==> config.mk <==
export PLATFORM = sky130hd
export DESIGN_NAME = psum_accumulator
export DESIGN_NICKNAME = d
export VERILOG_FILES = /design/src/rtl/psum_accumulator.sv
export SDC_FILE = /design/constraint.sdc
export NUM_CORES = 1
export LEC_CHECK = 0
export ABC_AREA = 1
export BUFFER_PORTS_ARGS = -buffer_cell sky130_fd_sc_hd__buf_2
export CORE_MARGIN = 4
export CORE_UTILIZATION = 40
export CTS_CLUSTER_SIZE = 25
export DETAILED_ROUTE_END_ITERATION = 8
export GPL_TIMING_DRIVEN = 0
export HOLD_SLACK_MARGIN = 0.08
export PLACE_DENSITY = 0.69
export SLEW_MARGIN = 30
export SYNTH_ARGS = -nofsm -noshare
export SYNTH_HDL_FRONTEND = slang
export SYNTH_SLANG_ARGS = --single-unit
==> constraint.sdc <==
create_clock -name clk -period 4 [get_ports clk]
set_clock_uncertainty 0.15 [all_clocks]
set_input_delay 0.6 -clock clk [delete_from_list [all_inputs] [get_ports clk]]
set_output_delay 0.6 -clock clk [all_outputs]
set_load 0.03 [all_outputs]
==> src/rtl/psum_accumulator.sv <==
// Partial-sum accumulator behind the 16-MAC convolution array: sums chunk psums per
// output pixel, adds bias, optional ReLU, rounds half-up and saturates to Q2.14.
module psum_accumulator #(
   parameter int DATA_W  = 16,
   parameter int FRAC_W  = 14,
   parameter int IN_W    = 40,
   parameter int CHUNK_W = 8,
   parameter int PIX_W   = 16,
   parameter int ACC_W   = IN_W + CHUNK_W
) (
   input  logic               clk,
   input  logic               rst_n,
   input  logic               start,
   input  logic [CHUNK_W-1:0] cfg_num_chunks,
   input  logic [PIX_W-1:0]   cfg_num_pixels,
   input  logic [DATA_W-1:0]  cfg_bias,
   input  logic               cfg_relu,
   input  logic               in_valid,
   output logic               in_ready,
   input  logic [IN_W-1:0]    in_psum,
   output logic               out_valid,
   input  logic               out_ready,
   output logic [DATA_W-1:0]  out_data,
   output logic               busy,
   output logic               done,
   output logic               sat_flag
);

   // One extra bit so accumulator plus shifted bias can never wrap
   localparam int V_W = ACC_W + 1;
   localparam logic signed [V_W-1:0] SAT_MAX = V_W'((64'sd1 <<< (DATA_W - 1)) - 64'sd1);
   localparam logic signed [V_W-1:0] SAT_MIN = ~SAT_MAX;
   localparam logic signed [V_W-1:0] RND     = V_W'(64'sd1 <<< (FRAC_W - 1));

   typedef enum logic [1:0] {
      IDLE   = 2'd0,
      ACCUM  = 2'd1,
      POST   = 2'd2,
      OUTPUT = 2'd3
   } state_t;

   state_t              state;
   state_t              next_state;
   logic [ACC_W-1:0]    acc;
   logic [CHUNK_W-1:0]  chunk_cnt;
   logic [PIX_W-1:0]    pix_cnt;
   logic [CHUNK_W-1:0]  chunk_last;
   logic [PIX_W-1:0]    pix_last;
   logic [DATA_W-1:0]   bias;
   logic                relu;
   logic                beat;
   logic                out_fire;
   logic                last_chunk;
   logic                last_pix;
   logic                in_ready_nxt;
   logic                busy_nxt;
   logic                done_nxt;
   logic [DATA_W:0]     post_res;
   logic [ACC_W-1:0]    psum_ext;

   // Bias add, round half up, optional ReLU and saturation; returns {clamped, data}
   function automatic logic [DATA_W:0] post_process(
      input logic [ACC_W-1:0]  acc_in,
      input logic [DATA_W-1:0] bias_in,
      input logic              relu_in
   );
      logic signed [V_W-1:0] v;
      logic signed [V_W-1:0] b;
      logic signed [V_W-1:0] r;
      logic [DATA_W:0]       res;
      v = $signed({acc_in[ACC_W-1], acc_in});
      b = $signed({{(V_W - DATA_W){bias_in[DATA_W-1]}}, bias_in});
      v = v + (b <<< FRAC_W);
      r = (v + RND) >>> FRAC_W;
      r = (relu_in && r[V_W-1]) ? '0 : r;
      if (r > SAT_MAX) begin
         res = {1'b1, SAT_MAX[DATA_W-1:0]};
      end else if (r < SAT_MIN) begin
         res = {1'b1, SAT_MIN[DATA_W-1:0]};
      end else begin
         res = {1'b0, r[DATA_W-1:0]};
      end
      return res;
   endfunction

   assign beat       = in_valid & in_ready;
   assign out_fire   = out_valid & out_ready;
   assign last_chunk = (chunk_cnt == chunk_last);
   assign last_pix   = (pix_cnt == pix_last);
   assign psum_ext   = {{(ACC_W - IN_W){in_psum[IN_W-1]}}, in_psum};

   // State register
   always_ff @(posedge clk) begin
      if (!rst_n) begin
         state <= IDLE;
      end else begin
         state <= next_state;
      end
   end

   // Next-state decode
   always_comb begin
      next_state = state;
      case (state)
         IDLE: begin
            if (start && (cfg_num_pixels != {PIX_W{1'b0}})) begin
               next_state = ACCUM;
            end else begin
               next_state = IDLE;
            end
         end
         ACCUM: begin
            if (beat && last_chunk) begin
               next_state = POST;
            end else begin
               next_state = ACCUM;
            end
         end
         POST: begin
            next_state = OUTPUT;
         end
         OUTPUT: begin
            if (out_fire) begin
               next_state = last_pix ? IDLE : ACCUM;
            end else begin
               next_state = OUTPUT;
            end
         end
         default: begin
            next_state = IDLE;
         end
      endcase
   end

   // Control outputs, decoded from the upcoming state so they can be registered
   always_comb begin
      in_ready_nxt = (next_state == ACCUM);
      busy_nxt     = (next_state != IDLE);
      done_nxt     = 1'b0;
      case (state)
         IDLE: begin
            if (start && (cfg_num_pixels == {PIX_W{1'b0}})) begin
               done_nxt = 1'b1;
            end else begin
               done_nxt = 1'b0;
            end
         end
         OUTPUT: begin
            if (out_fire && last_pix) begin
               done_nxt = 1'b1;
            end else begin
               done_nxt = 1'b0;
            end
         end
         default: begin
            done_nxt = 1'b0;
         end
      endcase
   end

   // Result of the POST stage
   always_comb begin
      post_res = post_process(acc, bias, relu);
   end

   // Registered control outputs
   always_ff @(posedge clk) begin
      if (!rst_n) begin
         in_ready <= 1'b0;
         busy     <= 1'b0;
         done     <= 1'b0;
      end else begin
         in_ready <= in_ready_nxt;
         busy     <= busy_nxt;
         done     <= done_nxt;
      end
   end

   // Configuration, accumulator, counters and result registers
   always_ff @(posedge clk) begin
      if (!rst_n) begin
         acc        <= '0;
         chunk_cnt  <= '0;
         pix_cnt    <= '0;
         chunk_last <= '0;
         pix_last   <= '0;
         bias       <= '0;
         relu       <= 1'b0;
         out_valid  <= 1'b0;
         out_data   <= '0;
         sat_flag   <= 1'b0;
      end else begin
         case (state)
            IDLE: begin
               if (start) begin
                  // A chunk count of zero behaves as a single chunk
                  chunk_last <= (cfg_num_chunks == {CHUNK_W{1'b0}}) ?
                                {CHUNK_W{1'b0}} : (cfg_num_chunks - {{(CHUNK_W-1){1'b0}}, 1'b1});
                  pix_last   <= cfg_num_pixels - {{(PIX_W-1){1'b0}}, 1'b1};
                  bias       <= cfg_bias;
                  relu       <= cfg_relu;
                  acc        <= '0;
                  chunk_cnt  <= '0;
                  pix_cnt    <= '0;
                  sat_flag   <= 1'b0;
               end else begin
                  acc <= acc;
               end
            end
            ACCUM: begin
               if (beat) begin
                  acc       <= acc + psum_ext;
                  chunk_cnt <= chunk_cnt + {{(CHUNK_W-1){1'b0}}, 1'b1};
               end else begin
                  acc <= acc;
               end
            end
            POST: begin
               out_data  <= post_res[DATA_W-1:0];
               out_valid <= 1'b1;
               if (post_res[DATA_W]) begin
                  sat_flag <= 1'b1;
               end else begin
                  sat_flag <= sat_flag;
               end
            end
            OUTPUT: begin
               if (out_fire) begin
                  out_valid <= 1'b0;
                  acc       <= '0;
                  chunk_cnt <= '0;
                  pix_cnt   <= pix_cnt + {{(PIX_W-1){1'b0}}, 1'b1};
               end else begin
                  out_valid <= out_valid;
               end
            end
            default: begin
               out_valid <= 1'b0;
            end
         endcase
      end
   end

endmodule

[After elaboration in Yosys (flattened, before gate mapping)]
Cells that the tools add are included.
Word-level totals
  flip-flop bits (word level): 136
  input bits: 86
  output and inout bits: 21
  word-level logic and storage cells: 82
Cells by class
  $add $sub $neg: 7
  magnitude comparators: 2
  equal/unequal tests: 10
  mux-type cells: 28
  bitwise logic cells: 2
  reduce and logical (&&, ||, !) cells: 19
Operators by type and width (number)
  $mux W48: 3
  $pmux W48 S3: 1
  $add A48 B30 Y49: 1
  $add A49 B15 Y49 const B: 1
  $gt A49 B16 Y1 const B: 1
  $lt A49 B16 Y1 const B: 1
  $mux W49: 1
  $add A48 B48 Y48: 1
  $mux W17: 2
  $mux W16: 2
  $mux W8: 4
  $pmux W16 S2: 1
  $pmux W8 S3: 1
  $add A16 B1 Y16 const B: 1
  $eq A16 B16 Y1: 1
  $logic_not A16 Y1: 1
  $reduce_bool A16 Y1: 1
  $sub A16 B1 Y16 const B: 1
  $add A8 B1 Y8 const B: 1
  $eq A8 B8 Y1: 1
  $logic_not A8 Y1: 1
  $ne A2 B2 Y1 const B: 4
  $pmux W2 S4: 1
  $reduce_bool A2 Y1: 4
  13 further kinds: 31

[Longest topological paths before layout]
  depth after elaboration: 9
  mapped depth: 25
  mapped depth without buffers: 24

[Worst setup path before layout]
OpenSTA, ideal clock, no wires.
  path type: register -> register
  start point: reg bias[15]
  end point: reg out_data[10]
  arrival time: 2720 ps
  required time: 3730 ps
  slack: 1011 ps
  cell stages (with the launch flop): 21
  path buffers: 1
  period minus slack after synthesis: 2989 ps
  path through: dfxtp_1 > ha_1 > nand2_1 > inv_2 > nand2_2 > inv_1 > a21oi_1 > nand3_2 > nand2_1 > nand3_1 > nand3_2 > buf_4 > nand3_1 > nor2_1 > nand2_1 > nor2_1 > nand2_1 > nand3_2 > nand2_1 > inv_2 > a21oi_1
Between the ends
  longest elaborated chain between the ends: 7
  elaborated cells on any way between the ends: 8
  classes of those cells: 2 x add/sub; 2 x order compare; 3 x mux; 1 x reduce/logical
RTL lines
  start, declared: RTL line 49  | logic [DATA_W-1:0] bias;
  start signal, assigned: RTL line 200  | bias <= cfg_bias;
  $add A48 B30 Y49 *: RTL line 73  | v = v + (b <<< FRAC_W);
  $add A49 B15 Y49 *: RTL line 74  | r = (v + RND) >>> FRAC_W;
  $logic_and A1 B1 Y1: RTL line 75  | r = (relu_in && r[V_W-1]) ? '0 : r;
  $mux W49 *: RTL line 75
  $lt A49 B16 Y1: RTL line 78  | end else if (r < SAT_MIN) begin
  $mux W17: RTL line 78
  $mux W17 *: RTL line 76  | if (r > SAT_MAX) begin
  end signal, assigned: RTL line 219  | out_data <= post_res[DATA_W-1:0];
  end, declared: RTL line 23  | output logic [DATA_W-1:0] out_data,
Every way passes the cells marked *; elsewhere a longest branch is shown, timed or not.
A chain may end at the register's enable or synchronous reset.

[Worst setup path in the final report]
  start point: reg state[0]
  end point: reg acc[38]
Between the ends
  longest elaborated chain between the ends: 3
  elaborated cells on any way between the ends: 9
  classes of those cells: 5 x eq/ne; 1 x mux; 3 x reduce/logical
RTL lines
  start, declared: RTL line 42  | state_t state;
  start signal, assigned: RTL line 97  | state <= next_state;
  $eq A2 B1 Y1, or another cell as far along: RTL line 193  | case (state)
  $ne A2 B2 Y1 (no line) or $reduce_bool A3 Y1 (tied branches)
  $reduce_and A4 Y1 (no line)
  end signal, assigned: RTL line 212  | acc <= acc + psum_ext;
  end, declared: RTL line 44  | logic [ACC_W-1:0] acc;
Several ways; a longest one is shown, not always the timed one.

==> results.yml <==
setup_path:
  crit_path_end_kind: "flip-flop"
  crit_family: "buffers and inverters"
  critPathRequiredTime_ns: 4.20
  crit_chain: "inv_1, ha_1, inv_1, or2_1, nand2_1, inv_2, nand2_1, nor2_1, clkinv_1, clkbuf_1, a21oi_1, o21ai_0, a21oi_1"
  r2r-start: "state[0]"
  regToRegSetupSlack_ns: 0.25
  cp-start-kind: "flip-flop"
  crit_type: "flip-flop to flip-flop"
  path_max_fanout: 10
  worst_path_max_delay_cell: "nor2_1"
  max_stage_delay_ns: 0.66
  startpoint: "state[0]"
  path_buf_inv: 5
  arrival_ns: 3.96
cells_and_area:
  area_growth_pct: 13.8
  finalNetCount: 2246
  n_antenna_cell: 0
  regArea_mm2: 0.00272
  drive_gt1_share_pct: 8.46
  fillers: 3083
  multi_input_area_mm2: 0.00766
logic_synthesis:
  synthCells: 1943
  synth.distinct_cells: 52
  yosysSeqAreaShare_pct: 23.4
  synth_area_per_cell_um2: 5.98
  synth_fp_nets: 2121
  synth_seq_cells: 136
  ys_dominant_reg_cell: "dfxtp_1"
  synth-async-reset-ratio_pct: 0
  yosysWarnings: 0
  syn_area_mm2: 0.0116
  synth_edf_count: 0
pwr:
  ir_worst_vdd_v: 0.000241
  p_leak_nw: 6.64
  p_per_area_mw_per_mm2: 294
cts:
  path_clk_slew_ns: 0.07
  cts-root-buf: "clkbuf_16"
  cts.sinks: 136
  post_cts_buffers: 0
  numCtsBuffers: 17
  postCtsHoldBufs: 0
  cts_max_path_buffers: 2
  cts_resized: 0
  cts_tree: "yes"
  insertion_delay_ns: 0.44
  ctsHtreeMaxLevel: 4
placement:
  gp_congestion: 0.960
  io_buffer_count: 106
  hpwlAfterDp_mm: 30.8
floorplanning:
  die_width_um: 178
  die-area_mm2: 0.0318
  num_rows: 62
  io_pins: 107
  die_h_um: 178
  coreArea_mm2: 0.0287
  start_util_pct: 40.5
run:
  cap_violations: 0
global_route:
  antenna_found_initial: 0
  track_usage_pct: 23.3
  grt_pass1_wl_mm: 59.5
  grt_start_max_net_pins: 21
  grt-ovfl-total: 0
  grt_pass1_vias: 11900
detailed_routing:
  drtIter0Drc: 990
  avgViaCountPerCell: 5.23
  drt_first_pass_iters: 5
  antenna_violating_nets_post_route: 0
  routed_wl_mm: 37.5
  drc: 0
  routedWlPerCell_um: 15.2
  vias: 12900
sta:
  max_slew.worst_pin.slew_ns: 0.775
  setup_viol: 0
  max_freq_ghz: 0.266
  maxSlewViolCount: 0
  slew_headroom_pct: 47.9
  fin_crit_sh_pct: 93.8
  tns_ns: 0
  period_needed_ns: 3.75
  holdWs_ns: 0.209
  hold_viol: 0
  rsz0062_at_grt: "no"
worst_hold_path:
  holdCritPathClass: "primary input to flip-flop"
  min_from: "cfg_num_pixels[0]"
status:
  outcome: "complete, no violations"
==> layer usage <==
metal  GRT usage (%)  vias up  wire, um
met2            39.3      384     17200
met1            31.4     5797     17300
met5               0        -         0
li1                -     6663         -
met3            2.73       50      2140
met4            6.72        0       825
==> power breakdown <==
| group | internal, mW | switching (mW) |
|---|---|---|
| combinational | 0.271 | 0.538 |
| sequential | 1.41 | 0.0477 |
| clock | 0.893 | 0.737 |
| total | 2.57 | 1.32 |
==> area by class of cell <==
type,count,share of cell area (%)
sequential,136,20.6
multi-input combinational,1482,57.9
clock buffer,17,3.21
tap,384,3.63
inverter,286,8.11
buffer,39,1.28
timing repair buffer,106,4.01
clock inverter,15,1.30
==> per-stage QoR <==
| stage | instance area (um^2) | setup WS [ns] | std cells | utilization [%] | power [mW] |
|---|---|---|---|---|---|
| after CTS | 13200 | 0.194 | 2465 | 46.1 | 3.89 |
| after detailed placement | 12600 | 0.228 | 2433 | 44.0 | 2.28 |
| after global placement | 12600 | 0.263 | 2433 | 44.0 | 2.27 |
| after global routing | 13200 | 0.0150 | 2465 | 46.1 | 4.06 |
| after floorplan | 11600 | 1.01 | 1943 | - | 2.02 |
| final | 13200 | 0.246 | 2465 | 46.1 | 3.89 |
==> sequential cells by signal, indices dropped and copies added, names as in the netlist, 2 cells and up <==
register	flops
chunk_cnt	8
bias	16
out_data	16
chunk_last	8
pix_last	16
pix_cnt	16
state	2
acc	48
==> logic make-up after synthesis <==
group	Yosys count	synth area share (%)
AND/OR/NAND/NOR	924	33.4
adder cells (fa/ha/maj)	92	10.0
buffers and inverters	325	10.7
flip-flops	136	23.4
XOR/XNOR	31	2.34
AO/OA/AOI/OAI	435	20.2
==> path summary, 6_finish.rpt <==
kind,end,depth (start not counted)
worst max-delay path,acc[38],13
worst max register to register,acc[38],13
worst min register to register,sat_flag,2
worst min-delay path,pix_last[0],2
==> cell usage after synthesis (6+ instances only) <==
cell type / instances / area, um^2
nor3_1: 31 / 155
dfxtp_1: 136 / 2720
xor2_1: 22 / 193
o21ai_0: 137 / 686
nand2_1: 485 / 1820
xnor2_1: 9 / 78.8
nor2_1: 234 / 878
or2_2: 6 / 37.5
a31oi_1: 22 / 138
nand3b_1: 17 / 128
clkbuf_1: 31 / 116
o21a_1: 10 / 75.1
ha_1: 90 / 1130
a21oi_1: 218 / 1090
inv_1: 269 / 1010
nor4_1: 7 / 43.8
inv_2: 14 / 52.6
o21ai_1: 6 / 30.0
nand3_1: 99 / 495
nand4_1: 26 / 163
==> cell usage in the layout (no fill, tap or decap), types with 9 or more instances in the layout <==
cell type and instances:
nand3_1 99, a21oi_1 218, inv_2 14, xor2_1 22, inv_1 269, nor2_1 234
nand2_1 485, nand4_1 26, xnor2_1 9, clkbuf_16 17, dfxtp_1 135, clkbuf_1 31
nor3_1 31, ha_1 90, buf_2 109, nand3b_1 17, a31oi_1 22, o21a_1 10
o21ai_0 137
No activity file was read; power rests on OpenSTA's default activity.
